==> src/rtl/board_io_pkg.sv <==
// rtl/board_io_pkg.sv - shared constants and helpers for the board I/O conditioner
package board_io_pkg;

    localparam int unsigned DefDebounceCycles = 50000;
    localparam int unsigned DefPwmWidth       = 8;

    // Counter must reach DebounceCycles-1; keep at least one bit for tiny counts.
    function automatic int unsigned deb_cnt_width(input int unsigned cycles);
        return (cycles > 2) ? $clog2(cycles) : 1;
    endfunction

endpackage

==> src/rtl/board_io_debounce.sv <==
// rtl/board_io_debounce.sv - one-channel 2-flop synchroniser plus debounce counter
module board_io_debounce
    import board_io_pkg::*;
#(
    parameter int unsigned DebounceCycles = DefDebounceCycles
) (
    input  logic clk_sys_i,
    input  logic rst_sys_ni,
    input  logic pad_i,
    output logic level_o,
    output logic rise_o
);

    localparam int unsigned     CntW    = deb_cnt_width(DebounceCycles);
    localparam logic [CntW-1:0] CntLast = CntW'(DebounceCycles - 1);

    logic [1:0]      sync_q;
    logic [CntW-1:0] cnt_q;
    logic            stable_q;
    logic            sync;
    logic            load;

    assign sync = sync_q[1];
    assign load = (cnt_q == CntLast) && (sync != stable_q);

    always_ff @(posedge clk_sys_i or negedge rst_sys_ni) begin
        if (!rst_sys_ni) begin
            sync_q   <= '0;
            cnt_q    <= '0;
            stable_q <= 1'b0;
        end else begin
            sync_q <= {sync_q[0], pad_i};
            if (sync == stable_q) begin
                cnt_q <= '0;
            end else if (load) begin
                stable_q <= sync;
                cnt_q    <= '0;
            end else begin
                cnt_q <= cnt_q + 1'b1;
            end
        end
    end

    assign level_o = stable_q;
    // Early view of the 0->1 update so press flags set on the same edge as the level.
    assign rise_o  = load && sync;

endmodule

==> src/rtl/board_io_ctrl.sv <==
// rtl/board_io_ctrl.sv - button/switch debounce, press flags, LED mux, RGB drive (BOARD_IO_PWM_EN adds PWM dimming)
module board_io_ctrl
    import board_io_pkg::*;
#(
    parameter int unsigned       NumBtn         = 4,
    parameter int unsigned       NumSw          = 4,
    parameter int unsigned       NumLed         = 4,
    parameter int unsigned       NumRgb         = 12,
    parameter int unsigned       DebounceCycles = DefDebounceCycles,
    parameter logic [NumLed-1:0] LedBtnMask     = '0,
    parameter int unsigned       PwmWidth       = DefPwmWidth
) (
    input  logic                clk_sys_i,
    input  logic                rst_sys_ni,
    input  logic [NumBtn-1:0]   btn_i,
    input  logic [NumSw-1:0]    sw_i,
    output logic [NumBtn-1:0]   btn_o,
    output logic [NumSw-1:0]    sw_o,
    output logic [NumBtn-1:0]   btn_press_o,
    input  logic [NumBtn-1:0]   btn_press_clr_i,
    input  logic [NumLed-1:0]   led_gpo_i,
    input  logic [NumLed-1:0]   led_ovr_en_i,
    input  logic [NumLed-1:0]   led_ovr_val_i,
    output logic [NumLed-1:0]   led_o,
    input  logic [NumRgb-1:0]   rgb_gpo_i,
    input  logic [PwmWidth-1:0] rgb_duty_i,
    output logic [NumRgb-1:0]   rgb_o
);

    logic [NumBtn-1:0] btn_rise;
    logic [NumSw-1:0]  unused_sw_rise;
    logic [NumBtn-1:0] press_q;
    logic [NumLed-1:0] led_hold;
    logic [NumLed-1:0] led_q;
    logic [NumRgb-1:0] rgb_q;

    for (genvar i = 0; i < NumBtn; i++) begin : g_btn
        board_io_debounce #(.DebounceCycles(DebounceCycles)) u_deb (
            .clk_sys_i  (clk_sys_i),
            .rst_sys_ni (rst_sys_ni),
            .pad_i      (btn_i[i]),
            .level_o    (btn_o[i]),
            .rise_o     (btn_rise[i])
        );
    end

    for (genvar i = 0; i < NumSw; i++) begin : g_sw
        board_io_debounce #(.DebounceCycles(DebounceCycles)) u_deb (
            .clk_sys_i  (clk_sys_i),
            .rst_sys_ni (rst_sys_ni),
            .pad_i      (sw_i[i]),
            .level_o    (sw_o[i]),
            .rise_o     (unused_sw_rise[i])
        );
    end

    // LEDs beyond the button count have no button to be masked by.
    for (genvar i = 0; i < NumLed; i++) begin : g_hold
        if (i < NumBtn) begin : g_mask
            assign led_hold[i] = LedBtnMask[i] & btn_o[i];
        end else begin : g_nomask
            assign led_hold[i] = 1'b0;
        end
    end

    always_ff @(posedge clk_sys_i or negedge rst_sys_ni) begin
        if (!rst_sys_ni) begin
            press_q <= '0;
            led_q   <= '0;
        end else begin
            press_q <= btn_rise | (press_q & ~btn_press_clr_i);
            led_q   <= (led_ovr_en_i & led_ovr_val_i) |
                       (~led_ovr_en_i & ~led_hold & led_gpo_i);
        end
    end

`ifdef BOARD_IO_PWM_EN
    logic [PwmWidth-1:0] pwm_cnt_q;
    logic [PwmWidth-1:0] duty_q;

    // Duty only moves on the wrap so a period never mixes two brightness values.
    always_ff @(posedge clk_sys_i or negedge rst_sys_ni) begin
        if (!rst_sys_ni) begin
            pwm_cnt_q <= '0;
            duty_q    <= '0;
            rgb_q     <= '0;
        end else begin
            pwm_cnt_q <= pwm_cnt_q + 1'b1;
            if (&pwm_cnt_q) begin
                duty_q <= rgb_duty_i;
            end
            rgb_q <= rgb_gpo_i & {NumRgb{pwm_cnt_q < duty_q}};
        end
    end
`else
    logic unused_duty;
    assign unused_duty = ^rgb_duty_i;

    always_ff @(posedge clk_sys_i or negedge rst_sys_ni) begin
        if (!rst_sys_ni) begin
            rgb_q <= '0;
        end else begin
            rgb_q <= rgb_gpo_i;
        end
    end
`endif

    assign btn_press_o = press_q;
    assign led_o       = led_q;
    assign rgb_o       = rgb_q;

endmodule

==> config.mk <==
export PLATFORM = sky130hd
export DESIGN_NAME = board_io_ctrl
export DESIGN_NICKNAME = d
export VERILOG_FILES = /design/src/rtl/board_io_pkg.sv /design/src/rtl/board_io_debounce.sv /design/src/rtl/board_io_ctrl.sv
export SDC_FILE = /design/constraint.sdc
export NUM_CORES = 1
export LEC_CHECK = 0
export CAP_MARGIN = 20
export CORE_MARGIN = 3
export CORE_UTILIZATION = 40
export DETAILED_ROUTE_END_ITERATION = 6
export PLACE_DENSITY = 0.62
export SETUP_SLACK_MARGIN = 0.4
export SLEW_MARGIN = 20
export SYNTH_ARGS = -nofsm -noshare
export SYNTH_HDL_FRONTEND = slang
export SYNTH_SLANG_ARGS = --single-unit
==> constraint.sdc <==
create_clock -name clk_sys_i -period 1.76 [get_ports clk_sys_i]
set_input_delay 0.352 -clock clk_sys_i [delete_from_list [all_inputs] [get_ports clk_sys_i]]
set_output_delay 0.352 -clock clk_sys_i [all_outputs]
set_load 0.01 [all_outputs]
==> reports/qor.csv, run 1 <==
metric,value,unit
final clock period utilization by the worst path,105,%
count of fill cells added during filler insertion,1560,
post-synthesis sequential area ratio,56.0,%
IO Pins,74,
Layout Area Growth over Synthesis,41.4,%
worst clock skew on the final layout,7.58,ps
Critical Path End Type,flip-flop,
post-synthesis net count,777,
Max VDD drop,767,uV
logic depth of the worst register-to-register path,3,
number of endpoints with negative hold slack in the final report,0,
Storage cell area,0.00431,mm2
maximum number of pins on one net before global-route repair,58,
weighted congestion reported at the end of routability-driven placement,0.870,
# rows,50,
initial detailed-routing violation count,237,
final antenna diode count,0,
run status,"complete, but fails checks",
Max H-tree Level,4,
data arrival time at the worst-slack endpoint,2150,ps
wire length of the first global-routing pass,28.4,mm
cell types with the largest area share after synthesis,"dfrtp_1 (56%), xnor2_1 (11%), nor2_1 (7.4%)",
final setup fails,3,
WHS Path Cells,0,
Starting Density,40.9,%
maximum number of buffers from clock root to sink,2,
die width,145,um
DRT antenna net count,0,
aggregate global-route resource usage,16.8,%
source of the critical timing path,g_sw[3].u_deb.cnt_q[13],
antenna violations before repair,0,
worst-margin pin slew,455,ps
setup slack after placement,-53.1,ps
"Clk pin slew, worst setup/hold paths",60,ps
number of violations of the max-capacitance limit,0,
average via count per standard cell,5.14,
Reg-to-Reg Start,g_sw[3].u_deb.cnt_q[13],
highest fanout seen on the critical path,3,
remaining global-route overflow,0,
number of instances in the placed design,1066,
TritonCTS sink count,172,
"leading cell type in the layout, fill and taps excluded",dfrtp_1,
Worst Setup Start Kind,flip-flop,
setup TNS,-108,ps
power density over cell area,798,mW/mm2
max-slew violation total from the final report,0,
number of buffers added by the clock tree synthesis step,17,
source of the worst hold timing path,g_btn[1].u_deb.sync_q[0],
clock tree from TritonCTS,yes,
"top library cells by usage in the layout, fill and taps aside","dfrtp_1 (171), xnor2_1 (96), buf_4 (85)",
routed length per placed instance,15.0,um
Die Y,145,um
latest clock arrival within the worst-skew pair,420,ps
top-area cell type share of the netlist area,56.0,%
top cell type by total area after synthesis,dfrtp_1,
standby leakage power,4.32,nW
Non-Filler Instances,1148,
violated checks,negative setup slack,
vias in the first global route,5995,
distinct cell type count of the synthesized netlist,32,
"Avg Cell Area, Syn",10.6,um2
total number of yosys warnings,0,
hold crit path type,reg2reg,
Final HPWL DP,11.1,mm
Initial DRT Pass Iterations,4,
mapped cell area,0.00768,mm2
setup repair after global routing missed its margin,true,
data required time at the worst endpoint,2070,ps
achievable frequency,0.543,GHz
total routed wirelength,17.2,mm
least setup slack across all paths after layout,-80.3,ps
area of combinational cells with multiple inputs,0.00402,mm2
Crit Path Category,reg2reg,
fraction of layout cells with a size suffix above 1,35.7,%
number of synthesized register bits,172,
area enclosed by the die boundary,0.0209,mm2
core outline area,0.0188,mm2
DRC errors left,0,
number of standard cells after synthesis,723,
Util after Layout,57.9,%
library cell used as clock root buffer,clkbuf_16,
min cycle time layout,1840,ps
Port-buffer cells,65,
total number of nets in the final design,955,
relative slew slack,69.6,%
total number of vias,5902,
sequential cells by signal, indices dropped and copies added (netlist names):
register             flops
rgb_o                   12
g_sw.u_deb.sync_q        8
g_sw.u_deb.cnt_q        64
g_btn.u_deb.sync_q       8
g_btn.u_deb.cnt_q       64
g_sw.u_deb.level_o       4
g_btn.u_deb.level_o      4
led_o                    4
btn_press_o              4
logic make-up after synthesis:
logic type | count (synthesis) | share of synthesized area [%]
and+or+nand+nor | 352 | 22.4
DFF | 172 | 56.0
xor gates and xnor gates | 120 | 13.7
buffers and inverters | 48 | 2.95
muxes | 12 | 1.81
AOI/OAI and AO/OA | 11 | 1.91
adders and majority gates | 8 | 1.30
where the power goes:
part           total [mW]  internal [mW]  switching, mW
clock                4.00           2.42           1.58
sequential           4.11           4.04         0.0759
combinational       0.562          0.278          0.283
total                8.67           6.73           1.94
final timing paths:
| kind | slack (ps) | endpoint |
|---|---|---|
| max | -80 | g_sw[3].u_deb.level_o |
| min | 350 | g_btn[1].u_deb.sync_q[1] |
| max reg2reg | -80 | g_sw[3].u_deb.level_o |
| min reg2reg | 350 | g_btn[1].u_deb.sync_q[1] |
| max in group asynchronous | 760 | g_btn[1].u_deb.cnt_q[7] |
| min in group asynchronous | 400 | g_sw[2].u_deb.cnt_q[10] |
per-layer routing:
metal  vias to the layer above  share of wire [%]  global-route usage (%)
met4                         0               0.74                    3.53
met1                      2987                 43                    21.3
met5                         -                  0                       0
met2                        75                 53                    29.4
li1                       2831                  -                       -
met3                         9                2.5                    3.87
repair_timing:
item	in CTS	in global routing
endpoints found under the hold margin	29	0
resized for setup	228	85
setup buffers	29	14
pin swaps	46	15
endpoints found under the setup margin	168	144
hold buffers	1	0
cloned	6	0
worst max-delay path, cell delays in order (launching register included):
cell and delay (ps):
dfrtp_1 380, or4_4 530, or4_4 490, mux2_4 320
through the flow:
stage	area, um2	total power, mW	hold WS (ps)
6_report	10900	8.67	349
5_1_grt	10900	9.01	349
4_1_cts	10400	8.72	349
3_5_place_dp	9220	4.62	271
3_3_place_gp	9220	4.60	265
2_1_floorplan	7900	4.33	56.4
layout make-up:
class                      instances  share of cell area, %
clock buffer                      18                   4.04
clock inverter                    14                   1.78
inverter                          32                   1.11
multi-input combinational        503                   37.0
sequential                       172                   39.6
tap                              234                   2.69
timing repair buffer             175                   13.8
synth_stat cells:
| library cell | count |
|---|---|
| and3_2 | 1 |
| or3_1 | 1 |
| buf_2 | 7 |
| nor4_1 | 38 |
| nand2b_1 | 1 |
| xor2_1 | 23 |
| or3b_1 | 1 |
| buf_6 | 1 |
| and3_1 | 6 |
| inv_1 | 32 |
| o32ai_1 | 3 |
| and4_1 | 2 |
| or4_1 | 6 |
| or4_4 | 1 |
| nand2_4 | 1 |
| dfrtp_1 | 172 |
| mux2_4 | 1 |
| nand4b_1 | 1 |
| nor4b_1 | 3 |
| nor2_1 | 152 |
| mux2_2 | 11 |
| ha_1 | 8 |
| nor3_1 | 27 |
| nand4_1 | 30 |
| o22ai_1 | 1 |
| nand3b_1 | 4 |
| xnor2_1 | 97 |
| nand4bb_4 | 1 |
| o41ai_2 | 7 |
| buf_4 | 8 |
| nand2_1 | 30 |
| nand3_1 | 46 |
Power figures use the tool's default switching activity.
==> run 2, diff against run 1 <==
- clock period: 1.76 -> 1.58 ns (I/O delays scaled with it)
==> run 2 against run 1 <==
Against the previous run: the run still ends with negative setup slack left; core utilization is 0.10 points higher; global-route usage is 0.18 points higher; final area is 0.17% higher; die area stayed put; hold slack worse by 30 ps; critical path depth stayed put.
==> reports/qor.csv, run 2 (same netlist as run 1, synthesis figures left out) <==
metric,value,unit
Starting Density,40.9,%
routed length per placed instance,13.8,um
DRC errors left,0,
max-slew violation total from the final report,0,
maximum number of buffers from clock root to sink,2,
maximum number of pins on one net before global-route repair,49,
count of fill cells added during filler insertion,1581,
run status,"complete, but fails checks",
final clock period utilization by the worst path,114,%
relative slew slack,67.2,%
final setup fails,137,
core outline area,0.0188,mm2
highest fanout seen on the critical path,3,
Worst Setup Start Kind,flip-flop,
setup TNS,-11650,ps
data arrival time at the worst-slack endpoint,2120,ps
power density over cell area,844,mW/mm2
final antenna diode count,0,
latest clock arrival within the worst-skew pair,430,ps
Util after Layout,58.0,%
# rows,50,
global routing usage on met3,3.17,%
number of violations of the max-capacitance limit,0,
most congested layer reported by global routing,met2,
hold crit path type,in2reg,
TritonCTS sink count,172,
Max H-tree Level,4,
violated checks,negative setup slack,
library cell used as clock root buffer,clkbuf_16,
DRT antenna net count,0,
CP bufs+invs,0,
die width,145,um
post-route cell area,0.0109,mm2
"Cell Chain, Critical Path",or4_1 > or4_4 > mux2_4,
average via count per standard cell,5.00,
total number of vias,6004,
fraction of layout cells with a size suffix above 1,36.7,%
setup repair after global routing missed its margin,true,
total number of nets in the final design,1008,
antenna violations before repair,0,
worst-margin pin slew,490,ps
worst reg2reg setup slack,-230,ps
IO Pins,74,
total routed wirelength,16.5,mm
Crit Path Category,reg2reg,
number of buffers added by the clock tree synthesis step,17,
"top library cells by usage in the layout, fill and taps aside","dfrtp_1 (172), buf_4 (140), xnor2_1 (97)",
GR Util met1,20.6,%
number of instances in the placed design,1133,
area enclosed by the die boundary,0.0209,mm2
overall power consumption,9.19,mW
Critical Path End Type,flip-flop,
Initial DRT Pass Iterations,7,
remaining global-route overflow,0,
"CP delay by family, top",simple AND/OR/NAND/NOR gates,
Final HPWL DP,11.4,mm
standby leakage power,4.55,nW
data required time at the worst endpoint,1890,ps
Non-Filler Instances,1201,
setup slack after placement,-245,ps
Max stage delay on crit path,520,ps
Layout Area Growth over Synthesis,41.6,%
"Clk pin slew, worst setup/hold paths",70,ps
Placement Cell Area,0.00972,mm2
aggregate global-route resource usage,16.9,%
Max VDD drop,785,uV
clock tree from TritonCTS,yes,
min cycle time layout,1810,ps
wire length of the first global-routing pass,28.8,mm
worst clock skew on the final layout,8.78,ps
achievable frequency,0.554,GHz
vias in the first global route,6333,
weighted congestion reported at the end of routability-driven placement,0.843,
Hold WS,319,ps
Port-buffer cells,65,
fraction of met2 tracks used by global routing,29.9,%
least setup slack across all paths after layout,-225,ps
number of endpoints with negative hold slack in the final report,0,
initial detailed-routing violation count,223,
"slowest stage cell, crit path",or4_1,
"leading cell type in the layout, fill and taps excluded",dfrtp_1,
Die Y,145,um
==> run 2: routing by layer <==
layer  wire length, um  vias to the layer above
li1                  -                     2934
met1              6900                     2973
met2              9000                       75
met3               376                       22
met4               250                        0
met5                 0                        -
==> run 2: path summary, 6_finish.rpt <==
check,start,endpoint,cells past startpoint
setup / recovery,g_sw[3].u_deb.cnt_q[13],g_sw[3].u_deb.level_o,3
hold / removal,btn_i[3],g_btn[3].u_deb.sync_q[0],1
setup reg to reg,g_sw[3].u_deb.cnt_q[13],g_sw[3].u_deb.level_o,3
hold reg to reg,g_sw[3].u_deb.sync_q[0],g_sw[3].u_deb.sync_q[1],0
max in group asynchronous,rst_sys_ni,g_sw[3].u_deb.cnt_q[13],3
min in group asynchronous,rst_sys_ni,rgb_o[4],2
==> run 2: where the power goes <==
part	switching (mW)	internal, mW
clock network	1.79	2.25
registers	0.0672	4.50
logic	0.288	0.300
total	2.14	7.04
==> run 2: layout make-up <==
| type | count | area [um2] | area share (%) |
|---|---|---|---|
| clock buffer | 18 | 439 | 4.03 |
| inverter | 32 | 120 | 1.10 |
| sequential | 172 | 4300 | 39.5 |
| timing repair buffer | 228 | 1860 | 17.1 |
| multi-input combinational | 503 | 3730 | 34.3 |
| clock inverter | 14 | 136 | 1.25 |
| tap | 234 | 293 | 2.69 |
==> run 2: timing repair <==
| item | in CTS | in global routing |
|---|---|---|
| setup buffers | 23 | 8 |
| hold endpoints to repair | 22 | 0 |
| setup endpoints to repair | 168 | 168 |
| pin swaps | 22 | 9 |
| gates cloned | 2 | 2 |
| resized for setup | 168 | 76 |
| hold buffers | 1 | 0 |
==> run 3, diff against run 2 <==
- CELL_PAD_IN_SITES_DETAIL_PLACEMENT: default -> 0
- CELL_PAD_IN_SITES_GLOBAL_PLACEMENT: default -> 1
- CTS_BUF_LIST: default -> sky130_fd_sc_hd__clkbuf_2 sky130_fd_sc_hd__clkbuf_4 sky130_fd_sc_hd__clkbuf_8
- PLACE_DENSITY: 0.62 -> 0.75
==> run 3 against run 2 <==
Against the previous run: the flow still finishes with violations (negative setup slack); count of clock-buffer cells in the layout is 3 higher; hold slack worse by 26 ps; sequential share of layout area is 0.39 points higher; clock power is 22% lower; worst setup slack worse by 34 ps; sequential power hardly changed; final area is 0.99% lower; fmax is 1.9% lower; clock skew is 10 ps higher; critical path type unchanged; highest routed layer unchanged.
==> reports/qor.csv, run 3 (same netlist as run 1, synthesis figures left out) <==
metric,value,unit
least setup slack across all paths after layout,-259,ps
number of violations of the max-capacitance limit,0,
reported net switching power,1.90,mW
"leading cell type in the layout, fill and taps excluded",dfrtp_1,
violated checks,negative setup slack,
remaining global-route overflow,0,
latest clock arrival within the worst-skew pair,450,ps
Non-Filler Instances,1197,
total number of nets in the final design,1004,
Port-buffer cells,65,
final clock period utilization by the worst path,116,%
hold crit path type,in2reg,
Switching Fraction,22.8,%
achievable frequency,0.544,GHz
worst clock skew on the final layout,19.1,ps
combinational group share of total power,7.2,%
vias in the first global route,6184,
routed length per placed instance,13.9,um
worst-margin pin slew,667,ps
initial detailed-routing violation count,203,
average via count per standard cell,5.02,
data required time at the worst endpoint,1920,ps
number of endpoints with negative hold slack in the final report,0,
part of the power in the clock network,38.0,%
TritonCTS sink count,172,
Initial DRT Pass Iterations,4,
number of instances in the placed design,1135,
aggregate global-route resource usage,16.4,%
max-slew violation total from the final report,0,
Final HPWL DP,11.7,mm
standby leakage power,4.45,nW
Critical Path End Type,flip-flop,
maximum number of pins on one net before global-route repair,47,
setup slack after placement,-249,ps
total number of vias,6008,
total routed wirelength,16.7,mm
# rows,50,
data arrival time at the worst-slack endpoint,2180,ps
worst reg2reg setup slack,-260,ps
IO Pins,74,
number of buffers added by the clock tree synthesis step,17,
Max VDD drop,927,uV
register share of total power,54.8,%
Layout Area Growth over Synthesis,40.2,%
highest fanout seen on the critical path,8,
die width,145,um
global routing usage on met3,4.13,%
min cycle time layout,1840,ps
run status,"complete, but fails checks",
"top library cells by usage in the layout, fill and taps aside","dfrtp_1 (172), buf_4 (134), xnor2_1 (97)",
fraction of layout cells with a size suffix above 1,37.0,%
fraction of met2 tracks used by global routing,29.1,%
Worst Setup Start Kind,flip-flop,
"Clk pin slew, worst setup/hold paths",90,ps
final setup fails,133,
most congested layer reported by global routing,met2,
power density over cell area,772,mW/mm2
DRT antenna net count,0,
relative slew slack,55.4,%
clock tree from TritonCTS,yes,
core outline area,0.0188,mm2
Crit Path Category,reg2reg,
GR Util met1,19.9,%
wire length of the first global-routing pass,27.9,mm
setup repair after global routing missed its margin,true,
antenna violations before repair,0,
Starting Density,40.9,%
DRC errors left,0,
Cell Int Power,6.43,mW
library cell used as clock root buffer,clkbuf_8,
final antenna diode count,0,
area enclosed by the die boundary,0.0209,mm2
Max H-tree Level,4,
Die Y,145,um
Util after Layout,57.4,%
weighted congestion reported at the end of routability-driven placement,0.830,
maximum number of buffers from clock root to sink,2,
==> run 3: cell types whose count changed in the layout (fill, tap and decap cells not counted), sizes merged <==
cell,before,now
inv,38,32
clkinvlp,2,3
nand2,31,32
buf,191,186
clkbuf,18,21
bufinv,1,3
==> run 3: path summary, 6_finish.rpt <==
check                                          from                  endpoint  depth (start not counted)
setup / recovery            g_sw[3].u_deb.cnt_q[13]   g_sw[3].u_deb.cnt_q[13]                          5
hold / removal                         rgb_gpo_i[3]                  rgb_o[3]                          1
max in group asynchronous                rst_sys_ni  g_btn[3].u_deb.sync_q[0]                          3
min in group asynchronous                rst_sys_ni                  rgb_o[0]                          2
setup reg to reg            g_sw[3].u_deb.cnt_q[13]   g_sw[3].u_deb.cnt_q[13]                          5
hold reg to reg            g_btn[2].u_deb.sync_q[0]  g_btn[2].u_deb.sync_q[1]                          0
==> run 3: worst max-delay path, stage by stage (launching register included) <==
cell,delay (ps)
dfrtp_1,380
or4_1,530
or4_4,470
buf_12,160
nand2_8,130
nor2_1,70
==> run 3: through the flow <==
| step | hold slack (ps) | setup TNS [ps] | cell area [um2] | total power [mW] |
|---|---|---|---|---|
| floorplan | 20.4 | -3360 | 7910 | 4.82 |
| global placement | 286 | -6390 | 9750 | 5.17 |
| detailed placement | 291 | -9460 | 9750 | 5.19 |
| CTS | 257 | -13410 | 10400 | 8.42 |
| global route | 251 | -26570 | 10800 | 8.74 |
| finish | 293 | -14780 | 10800 | 8.32 |
==> run 3: power by group through the flow <==
stage | clock (mW) | combinational [mW] | sequential, mW
2_1_floorplan | 0 | 0.167 | 4.65
3_3_place_gp | 0 | 0.528 | 4.64
3_5_place_dp | 0 | 0.548 | 4.65
4_1_cts | 3.30 | 0.564 | 4.56
5_1_grt | 3.51 | 0.659 | 4.57
6_report | 3.16 | 0.601 | 4.56
==> run 3: layer usage <==
layer / vias up / share of wire [%] / wire length, um
met4: 0 / 1.1 / 184
met5: - / 0 / 0
met1: 2981 / 43 / 7100
met3: 18 / 3.1 / 524
li1: 2917 / - / -
met2: 92 / 53 / 8850
==> run 3: area by class of cell <==
type | count | area [um2]
clock buffers | 21 | 264
clock inverters | 11 | 145
fillers | 1598 | 7990
inverters | 32 | 120
multi-input cells | 504 | 3780
flip-flops and latches | 172 | 4300
well taps | 234 | 293
repair buffers | 223 | 1870
==> run 3: repair_timing <==
action | CTS | global route
setup endpoints to repair | 168 | 168
hold buffers | 1 | 0
resized for setup | 183 | 72
buffers inserted | 17 | 8
hold endpoints to repair | 39 | 0
cloned | 3 | 1
pin swaps | 31 | 9
